$ cat src/rtl/call_door_panel_if.sv
// Bus between the call/door panel and the floor controller (or its stand-in).
interface call_door_panel_if;
  logic [9:0] btn_raw;
  logic       open_btn;
  logic       close_btn;
  logic       door_sensor;
  logic       door;
  logic [9:0] reset_buttons;
  logic [9:0] requests;
  logic       open_door;
  logic       close_door;
  logic       dwell_active;

  modport master (
    output btn_raw, open_btn, close_btn, door_sensor, door, reset_buttons,
    input  requests, open_door, close_door, dwell_active
  );

  modport slave (
    input  btn_raw, open_btn, close_btn, door_sensor, door, reset_buttons,
    output requests, open_door, close_door, dwell_active
  );
endinterface

$ cat src/rtl/call_door_panel.sv
// Call-button debounce/latch and door dwell timer feeding the elevator floor controller.
module call_door_panel #(
  parameter int unsigned DEBOUNCE_CYCLES = 1_000_000,
  parameter int unsigned DWELL_CYCLES    = 200_000_000,
  parameter int unsigned CNT_W           = 28
) (
  input  logic               clk,
  input  logic               reset,
  call_door_panel_if.slave   bus
);

  localparam int unsigned N_BTN = 10;
  localparam int unsigned N_IN  = 13;
  localparam int unsigned B_OPN = 10;
  localparam int unsigned B_CLS = 11;
  localparam int unsigned B_SNS = 12;
  localparam logic [CNT_W-1:0] PRE_MAX   = CNT_W'(DEBOUNCE_CYCLES - 1);
  localparam logic [CNT_W-1:0] DWELL_MAX = CNT_W'(DWELL_CYCLES - 1);

  typedef enum logic [1:0] {S_CLOSED, S_DWELL, S_CLOSING} state_t;

  logic [N_IN-1:0]  w_raw;
  logic [N_IN-1:0]  w_agree;
  logic             w_tick;
  logic             w_close_rise;
  logic [N_IN-1:0]  r_sync1, r_sync2, r_samp, r_db;
  logic [N_BTN-1:0] r_db_prev;
  logic             r_close_prev;
  logic [CNT_W-1:0] r_pre;
  logic [N_BTN-1:0] r_requests;
  logic             r_open_door;
  logic             r_close_door;
  logic             r_dwell_active;
  state_t           r_state, w_next;
  logic [CNT_W-1:0] r_cnt, w_cnt_next;

  assign w_raw        = {bus.door_sensor, bus.close_btn, bus.open_btn, bus.btn_raw};
  assign w_tick       = (r_pre == PRE_MAX);
  assign w_agree      = ~(r_samp ^ r_sync2);
  assign w_close_rise = r_db[B_CLS] & ~r_close_prev;

  // Synchronize, sample on tick, accept a level only when two consecutive ticks agree.
  always_ff @(posedge clk) begin
    if (reset) begin
      r_pre        <= '0;
      r_sync1      <= '0;
      r_sync2      <= '0;
      r_samp       <= '0;
      r_db         <= '0;
      r_db_prev    <= '0;
      r_close_prev <= 1'b0;
    end else begin
      r_pre        <= w_tick ? '0 : r_pre + CNT_W'(1);
      r_sync1      <= w_raw;
      r_sync2      <= r_sync1;
      r_db_prev    <= r_db[N_BTN-1:0];
      r_close_prev <= r_db[B_CLS];
      if (w_tick) begin
        r_samp <= r_sync2;
        r_db   <= (r_db & ~w_agree) | (r_samp & w_agree);
      end
    end
  end

  // Pending calls: set on a debounced rising edge, clear wins.
  always_ff @(posedge clk) begin
    if (reset) begin
      r_requests  <= '0;
      r_open_door <= 1'b0;
    end else begin
      r_requests  <= (r_requests | (r_db[N_BTN-1:0] & ~r_db_prev)) & ~bus.reset_buttons;
      r_open_door <= r_db[B_OPN] | r_db[B_SNS];
    end
  end

  always_ff @(posedge clk) begin
    if (reset) begin
      r_state        <= S_CLOSED;
      r_cnt          <= '0;
      r_close_door   <= 1'b0;
      r_dwell_active <= 1'b0;
    end else begin
      r_state        <= w_next;
      r_cnt          <= w_cnt_next;
      r_close_door   <= (w_next == S_CLOSING);
      r_dwell_active <= (w_next == S_DWELL);
    end
  end

  always_comb begin
    w_next     = r_state;
    w_cnt_next = r_cnt;
    case (r_state)
      S_CLOSED: begin
        if (bus.door) begin
          w_next     = S_DWELL;
          w_cnt_next = DWELL_MAX;
        end
      end
      S_DWELL: begin
        w_cnt_next = (r_cnt != '0) ? r_cnt - CNT_W'(1) : r_cnt;
        if (!bus.door) begin
          w_next = S_CLOSED;
        end else if (r_open_door) begin
          w_cnt_next = DWELL_MAX;
        end else if (w_close_rise || (r_cnt == '0)) begin
          w_next = S_CLOSING;
        end
      end
      S_CLOSING: begin
        if (!bus.door) begin
          w_next = S_CLOSED;
        end else if (r_open_door) begin
          w_next     = S_DWELL;
          w_cnt_next = DWELL_MAX;
        end
      end
      default: w_next = S_CLOSED;
    endcase
  end

  assign bus.requests     = r_requests;
  assign bus.open_door    = r_open_door;
  assign bus.close_door   = r_close_door;
  assign bus.dwell_active = r_dwell_active;

endmodule

$ cat src/flat_wrapper.sv
// flat-port wrapper written by rule: the top's interface ports become plain ports
module call_door_panel_flat 
#(
  parameter int unsigned DEBOUNCE_CYCLES = 1_000_000,
  parameter int unsigned DWELL_CYCLES    = 200_000_000,
  parameter int unsigned CNT_W           = 28
)
  (clk, reset, bus_btn_raw, bus_open_btn, bus_close_btn, bus_door_sensor, bus_door, bus_reset_buttons, bus_requests, bus_open_door, bus_close_door, bus_dwell_active);
  call_door_panel_if bus_i ();
  input  logic clk;
  input  logic reset;
  input wire logic [$bits(bus_i.btn_raw)-1:0] bus_btn_raw;
  input wire logic [$bits(bus_i.open_btn)-1:0] bus_open_btn;
  input wire logic [$bits(bus_i.close_btn)-1:0] bus_close_btn;
  input wire logic [$bits(bus_i.door_sensor)-1:0] bus_door_sensor;
  input wire logic [$bits(bus_i.door)-1:0] bus_door;
  input wire logic [$bits(bus_i.reset_buttons)-1:0] bus_reset_buttons;
  output wire logic [$bits(bus_i.requests)-1:0] bus_requests;
  output wire logic [$bits(bus_i.open_door)-1:0] bus_open_door;
  output wire logic [$bits(bus_i.close_door)-1:0] bus_close_door;
  output wire logic [$bits(bus_i.dwell_active)-1:0] bus_dwell_active;
  assign bus_i.btn_raw = bus_btn_raw;
  assign bus_i.open_btn = bus_open_btn;
  assign bus_i.close_btn = bus_close_btn;
  assign bus_i.door_sensor = bus_door_sensor;
  assign bus_i.door = bus_door;
  assign bus_i.reset_buttons = bus_reset_buttons;
  assign bus_requests = bus_i.requests;
  assign bus_open_door = bus_i.open_door;
  assign bus_close_door = bus_i.close_door;
  assign bus_dwell_active = bus_i.dwell_active;
  call_door_panel #(.DEBOUNCE_CYCLES(DEBOUNCE_CYCLES), .DWELL_CYCLES(DWELL_CYCLES), .CNT_W(CNT_W)) u_core (.clk(clk), .reset(reset), .bus(bus_i));
endmodule
$ cat config.mk
export PLATFORM = sky130hd
export DESIGN_NAME = call_door_panel_flat
export DESIGN_NICKNAME = d
export VERILOG_FILES = /design/src/rtl/call_door_panel_if.sv /design/src/rtl/call_door_panel.sv /design/src/flat_wrapper.sv
export SDC_FILE = /design/constraint.sdc
export NUM_CORES = 1
export LEC_CHECK = 0
export CAP_MARGIN = 20
export CORE_ASPECT_RATIO = 1.4
export CORE_MARGIN = 1
export CORE_UTILIZATION = 37
export DETAILED_ROUTE_END_ITERATION = 16
export HOLD_SLACK_MARGIN = 0.1
export PLACE_DENSITY = 0.52
export SLEW_MARGIN = 20
export SYNTH_ARGS = -nofsm -noshare
export SYNTH_HDL_FRONTEND = slang
export SYNTH_SLANG_ARGS = --single-unit
$ cat constraint.sdc
create_clock -name clk -period 2.8 [get_ports clk]
set_clock_uncertainty 0.05 [all_clocks]
set_input_delay 0.56 -clock clk [delete_from_list [all_inputs] [get_ports clk]]
set_output_delay 0.56 -clock clk [all_outputs]
set_load 0.1 [all_outputs]
Yosys cells after proc, flatten, opt, wreduce, memory -nomap -nowiden
Cells that the tools add are included.
Word-level totals
  register bits after elaboration: 134
  latch bits: 0
  bits in writable memories: 0
  memory bits (read-only): 0
  input bits: 26
  output and inout port bits: 13
  logic and storage cells: 58
  memories: 0
Operators by class
  add/sub/neg operators: 2
  $mul: 0
  divide/modulo/power cells: 0
  magnitude comparators: 0
  equal/unequal tests: 8
  shifts and indexed selects: 0
  multiplexer cells: 14
  bitwise gates (word level): 14
  reductions and logical operators: 7
Operator list (count)
  $mux 28: 6
  $pmux 28 s3: 1
  $add 28x1->28 const B: 1
  $eq 28x20->1 const B: 1
  $logic_not 28->1: 1
  $reduce_bool 28->1: 1
  $sub 28x1->28 const B: 1
  $and 13x13->13: 2
  $not 13->13: 2
  $and 10x10->10: 2
  $not 10->10: 2
  $or 13x13->13: 1
  $xor 13x13->13: 1
  $mux 2: 6
  $or 10x10->10: 1
  $pmux 2 s3: 1
  $eq 2x1->1 const B: 2
  $eq 2x2->1 const B: 2
  $ne 2x2->1 const B: 2
  $reduce_and 4->1: 1
  $reduce_bool 3->1: 1
  $logic_not 2->1: 1
  $ne 2x1->1 const B: 1
  $reduce_or 2->1: 1
  other kinds (4): 4

Longest topological paths before layout
  depth in word-level cells: 8
  gate-level depth with buffers: 8
  gate-level depth less buffers: 7

Worst setup path before layout
Ideal clock, no wire load.
  path kind: reg2reg
  start point: reg u_core.r_open_door (netlist: u_core.bus.open_door)
  end point: reg u_core.r_cnt[19]
  setup time: 135 ps
  arrival: 2558 ps
  required time: 2615 ps
  setup slack: 57 ps
  stages on the path, launching flop included: 6
  path buffers: 0
  clock period less this slack: 2743 ps
  cells stage by stage: dfxtp_1 > nand2b_1 > a2111oi_0 > o2111ai_4 > nor4b_1 > a2111oi_1
On the way
  cells in the longest elaborated chain, start to end: 3
  elaborated cells between the ends (all ways): 5
  those cells by class: eq/ne (1); mux (3); reduce/logical (1)
RTL lines
  start: declaration: line call_door_panel.sv:31  | logic r_open_door;
  start signal: assignment: line call_door_panel.sv:72  | r_open_door <= r_db[B_OPN] | r_db[B_SNS];
  $mux 28: line call_door_panel.sv:104  | end else if (r_open_door) begin
  $mux 28: line call_door_panel.sv:102  | if (!bus.door) begin
  $pmux 28 s3: line call_door_panel.sv:93  | case (r_state)
  end signal: assignment: line call_door_panel.sv:84  | r_cnt <= w_cnt_next;
  end: declaration: line call_door_panel.sv:35  | logic [CNT_W-1:0] r_cnt, w_cnt_next;
Several ways; a longest one is shown, not always the timed one.
A chain may end at the register's enable or synchronous reset.

Worst setup path in the final report
  start point: reg u_core.r_cnt[0]
  end point: reg u_core.r_cnt[21]
On the way
  cells in the longest elaborated chain, start to end: 5
  elaborated cells between the ends (all ways): 6
  those cells by class: add/sub (1); mux (4); reduce/logical (1)
RTL lines
  $sub 28x1->28 / $reduce_bool 28->1 (equally long branches): line call_door_panel.sv:101  | w_cnt_next = (r_cnt != '0) ? r_cnt - CNT_W'(1) : r_cnt;
  $mux 28 *: line call_door_panel.sv:101
  $mux 28: line call_door_panel.sv:104
  $mux 28 *: line call_door_panel.sv:102
  $pmux 28 s3 *: line call_door_panel.sv:93
Every way passes the cells marked *; elsewhere a longest branch is shown, timed or not.

==> impl_results.md <==
* Post-synthesis sequential area ratio at 0.508
* # diodes at 0
* CP required at 3050 ps
* Synth-to-Final Area Change at 23.4%
* P_leak at 2.28 nW
* Max Clk Rate at 389 MHz
* M1 wire length at 5120 um
* Mapped Cells at 596
* Top routing layer used: met4
* Fin. max-slew vios at 0
* Fin nets at slightly below 700
* Number of global-route vias before repair at just over 4,000
* VDD IR-drop max at just under 0.4 mV
* Crit. End Element: register
* Critical Setup Path Class: register to register
* Status: finished, final reports clean
* Initial core utilization at 0.379
* PD cells at 713 nW/um^2
* TritonCTS Buffers at 17
* Total number of yosys warnings at 0
* Final ANT Viol Nets at 0
* CTS Sinks at 134
* Detailed Place HPWL at ~7500 um
* Share of cells above drive strength 1 at 0.116
* Reg2Reg Setup Slack at 230 ps
* Most frequent cells in the layout: dfxtp_1 (134), nand2_1 (53), nor2_1 (50)
* Post-Syn Area at 5280 um^2
* Critical-path cell list: inv_1 -> ha_1 -> or4b_4 -> or4_4 -> o2111ai_4 -> nor2_1 -> a2111oi_1
* Setup total negative slack at 0 ps
* Fin crit share at 0.918
* DRT Pass-1 Iters at 5
* Root Driver: clkbuf_16
* First-pass GRT wire length at 19,500 um
* Gp weighted congestion at approximately 0.74
* Minimum clock period at 2570 ps
* Vias per cell at 5.09
* Seq cells post-synth at around 130
* Critical Path Start Type: register
* Pwr Total at approximately 4.6 mW
* Die area at 14,800 um^2
* Largest net degree at the start of global routing at 64
* Die W at roughly 100 um
* GRT Total Usage at 0.171
* Commonest non-fill, non-tap cell in the layout: dfxtp_1
* Grt ovf at 0
* Via Count at 4,292
* Routed length on met2 at 5580 um
* Top post-synthesis cells by area: dfxtp_1 (51%), a21oi_1 (4.6%), nor2b_1 (4.5%)
* Iteration-0 DRC Markers at 104
* H-Tree Depth at 4
* # rows at 51
* Max-cap violations at 0
* # setup viols final at 0
* Dpl ws at 108 ps
* Clock Path Buffers at 2
* Met3 routed WL at 308 um
* Clock Latency Late Sink at about 420 ps
* Worst Max-Slew Pin Slew at between 600 and 700 ps
* Mean post-synth cell area at 8.86 um^2
* Post-route setup slack at 228 ps
* RSZ-0062 raised after global routing: no
* # IOs at 39
* Top-area cell type share of the netlist area at 0.508
* Number of hold buffers added after cts at 0
* CTS tree: built
* IO buf count at 38
* Die H at 143 um
* Worst-path clk slew at approximately 60 ps
* Slew HR at 0.570
* Final-report hold violation count at 0
* Crit path max-delay cell type: or4_4
* Max stage delay on crit path at between 500 and 600 ps
* Min-Delay Path Class: register to register
* Arr. time, crit path at 2820 ps
* Syn Nets at 624
* Drt drc at 0
* Initial antenna violation count at 0
* Wire length per cell at 13.4 um
* CP Max Fanout at 11
* Core area at approximately 14,000 um^2
* Leading area contributor after synthesis: dfxtp_1
* Post-synth cell types at 51
* Final wirelength at 11,300 um
-- through the flow --
stage | area [um^2] | cells | hold slack [ps] | util
2_1_floorplan | 5280 | 596 | 364 | -
3_3_place_gp | 5890 | 811 | 371 | 0.423
3_5_place_dp | 5890 | 811 | 373 | 0.423
4_1_cts | 6520 | 843 | 387 | 0.468
5_1_grt | 6520 | 843 | 399 | 0.468
6_report | 6520 | 843 | 384 | 0.468
-- flip-flops by register name, summed over array words and instances (netlist names), named ones only --
name                     flops
u_core.bus.open_door         1
u_core.bus.close_door        1
u_core.bus.requests         10
u_core.r_pre                28
u_core.r_sync2              13
u_core.r_cnt                28
u_core.r_close_prev          1
u_core.r_db_prev            10
u_core.bus.dwell_active      1
u_core.r_sync1              13
u_core.r_samp               13
u_core.r_state               2
-- critical path: cells and delay by family (launching register included) --
kind	cells	cell delay, ps
buf+inv	1	100
fa+ha+maj	1	210
simple gates	3	1120
flops	1	320
compound gates	2	660
-- layout make-up --
class | instances | area (um^2)
fill | 1402 | 7390
timing repair buffer | 56 | 478
sequential | 134 | 2680
clock inverter | 12 | 163
inverter | 18 | 67.6
clock buffer | 20 | 467
multi-input combinational | 418 | 2430
tap | 185 | 231
-- power by group --
group	total [mW]	internal (mW)	switching, mW
sequential	2.01	1.96	0.0473
clock	2.34	1.48	0.851
combinational	0.297	0.137	0.160
total	4.64	3.59	1.06
-- kinds of logic (layout without fill, tap and decap cells) --
family          count (synthesis)  in the layout  synth area share
simple gates                  254            254             0.253
flops                         134            134             0.508
compound gates                130            130             0.148
buf+inv                        44            106            0.0329
xor+xnor                       32             32            0.0531
fa+ha+maj                       2              2           0.00474
-- timing repair --
item	CTS	global route
setup endpoints to repair	0	1
setup buffers	0	0
hold endpoints to repair	0	0
gates resized for setup	0	0
-- cell usage after synthesis, drive strengths merged --
cell and n:
dfxtp 134, nand2 53, nor2 50, a21oi 49, o21ai 39, nor2b 38, xor2 27, nand3 22
nor3 22, clkbuf 21, inv 17, nand4 13, or3 13, a31oi 12, nor4 9, or4 7
a2111oi 6, and3 5, buf 5, nor4b 5, o21a 5, or2 5, xnor2 5, and4 4
o31ai 4, a211oi 3, nand2b 3, ha 2, o211ai 2, o31a 2, or3b 2, a21boi 1
a221o 1, a311oi 1, a41o 1, clkinv 1, nand3b 1, nor3b 1, o2111ai 1, o22a 1
o22ai 1, o311ai 1, or4b 1
-- path summary, 6_finish.rpt --
check	start	depth (start not counted)	end
worst max-delay path	u_core.r_cnt[0]	7	u_core.r_cnt[21]
worst min-delay path	u_core.r_sync1[4]	1	u_core.r_sync2[4]
worst max register to register	u_core.r_cnt[0]	7	u_core.r_cnt[21]
worst min register to register	u_core.r_sync1[4]	1	u_core.r_sync2[4]
-- metal layers --
metal,vias to the layer above,GRT usage
met1,2010,0.199
met5,-,0
met2,62,0.289
met3,24,0.0399
met4,0,0.0845
li1,2196,-
Note: power is estimated with default switching activity, not from simulation.
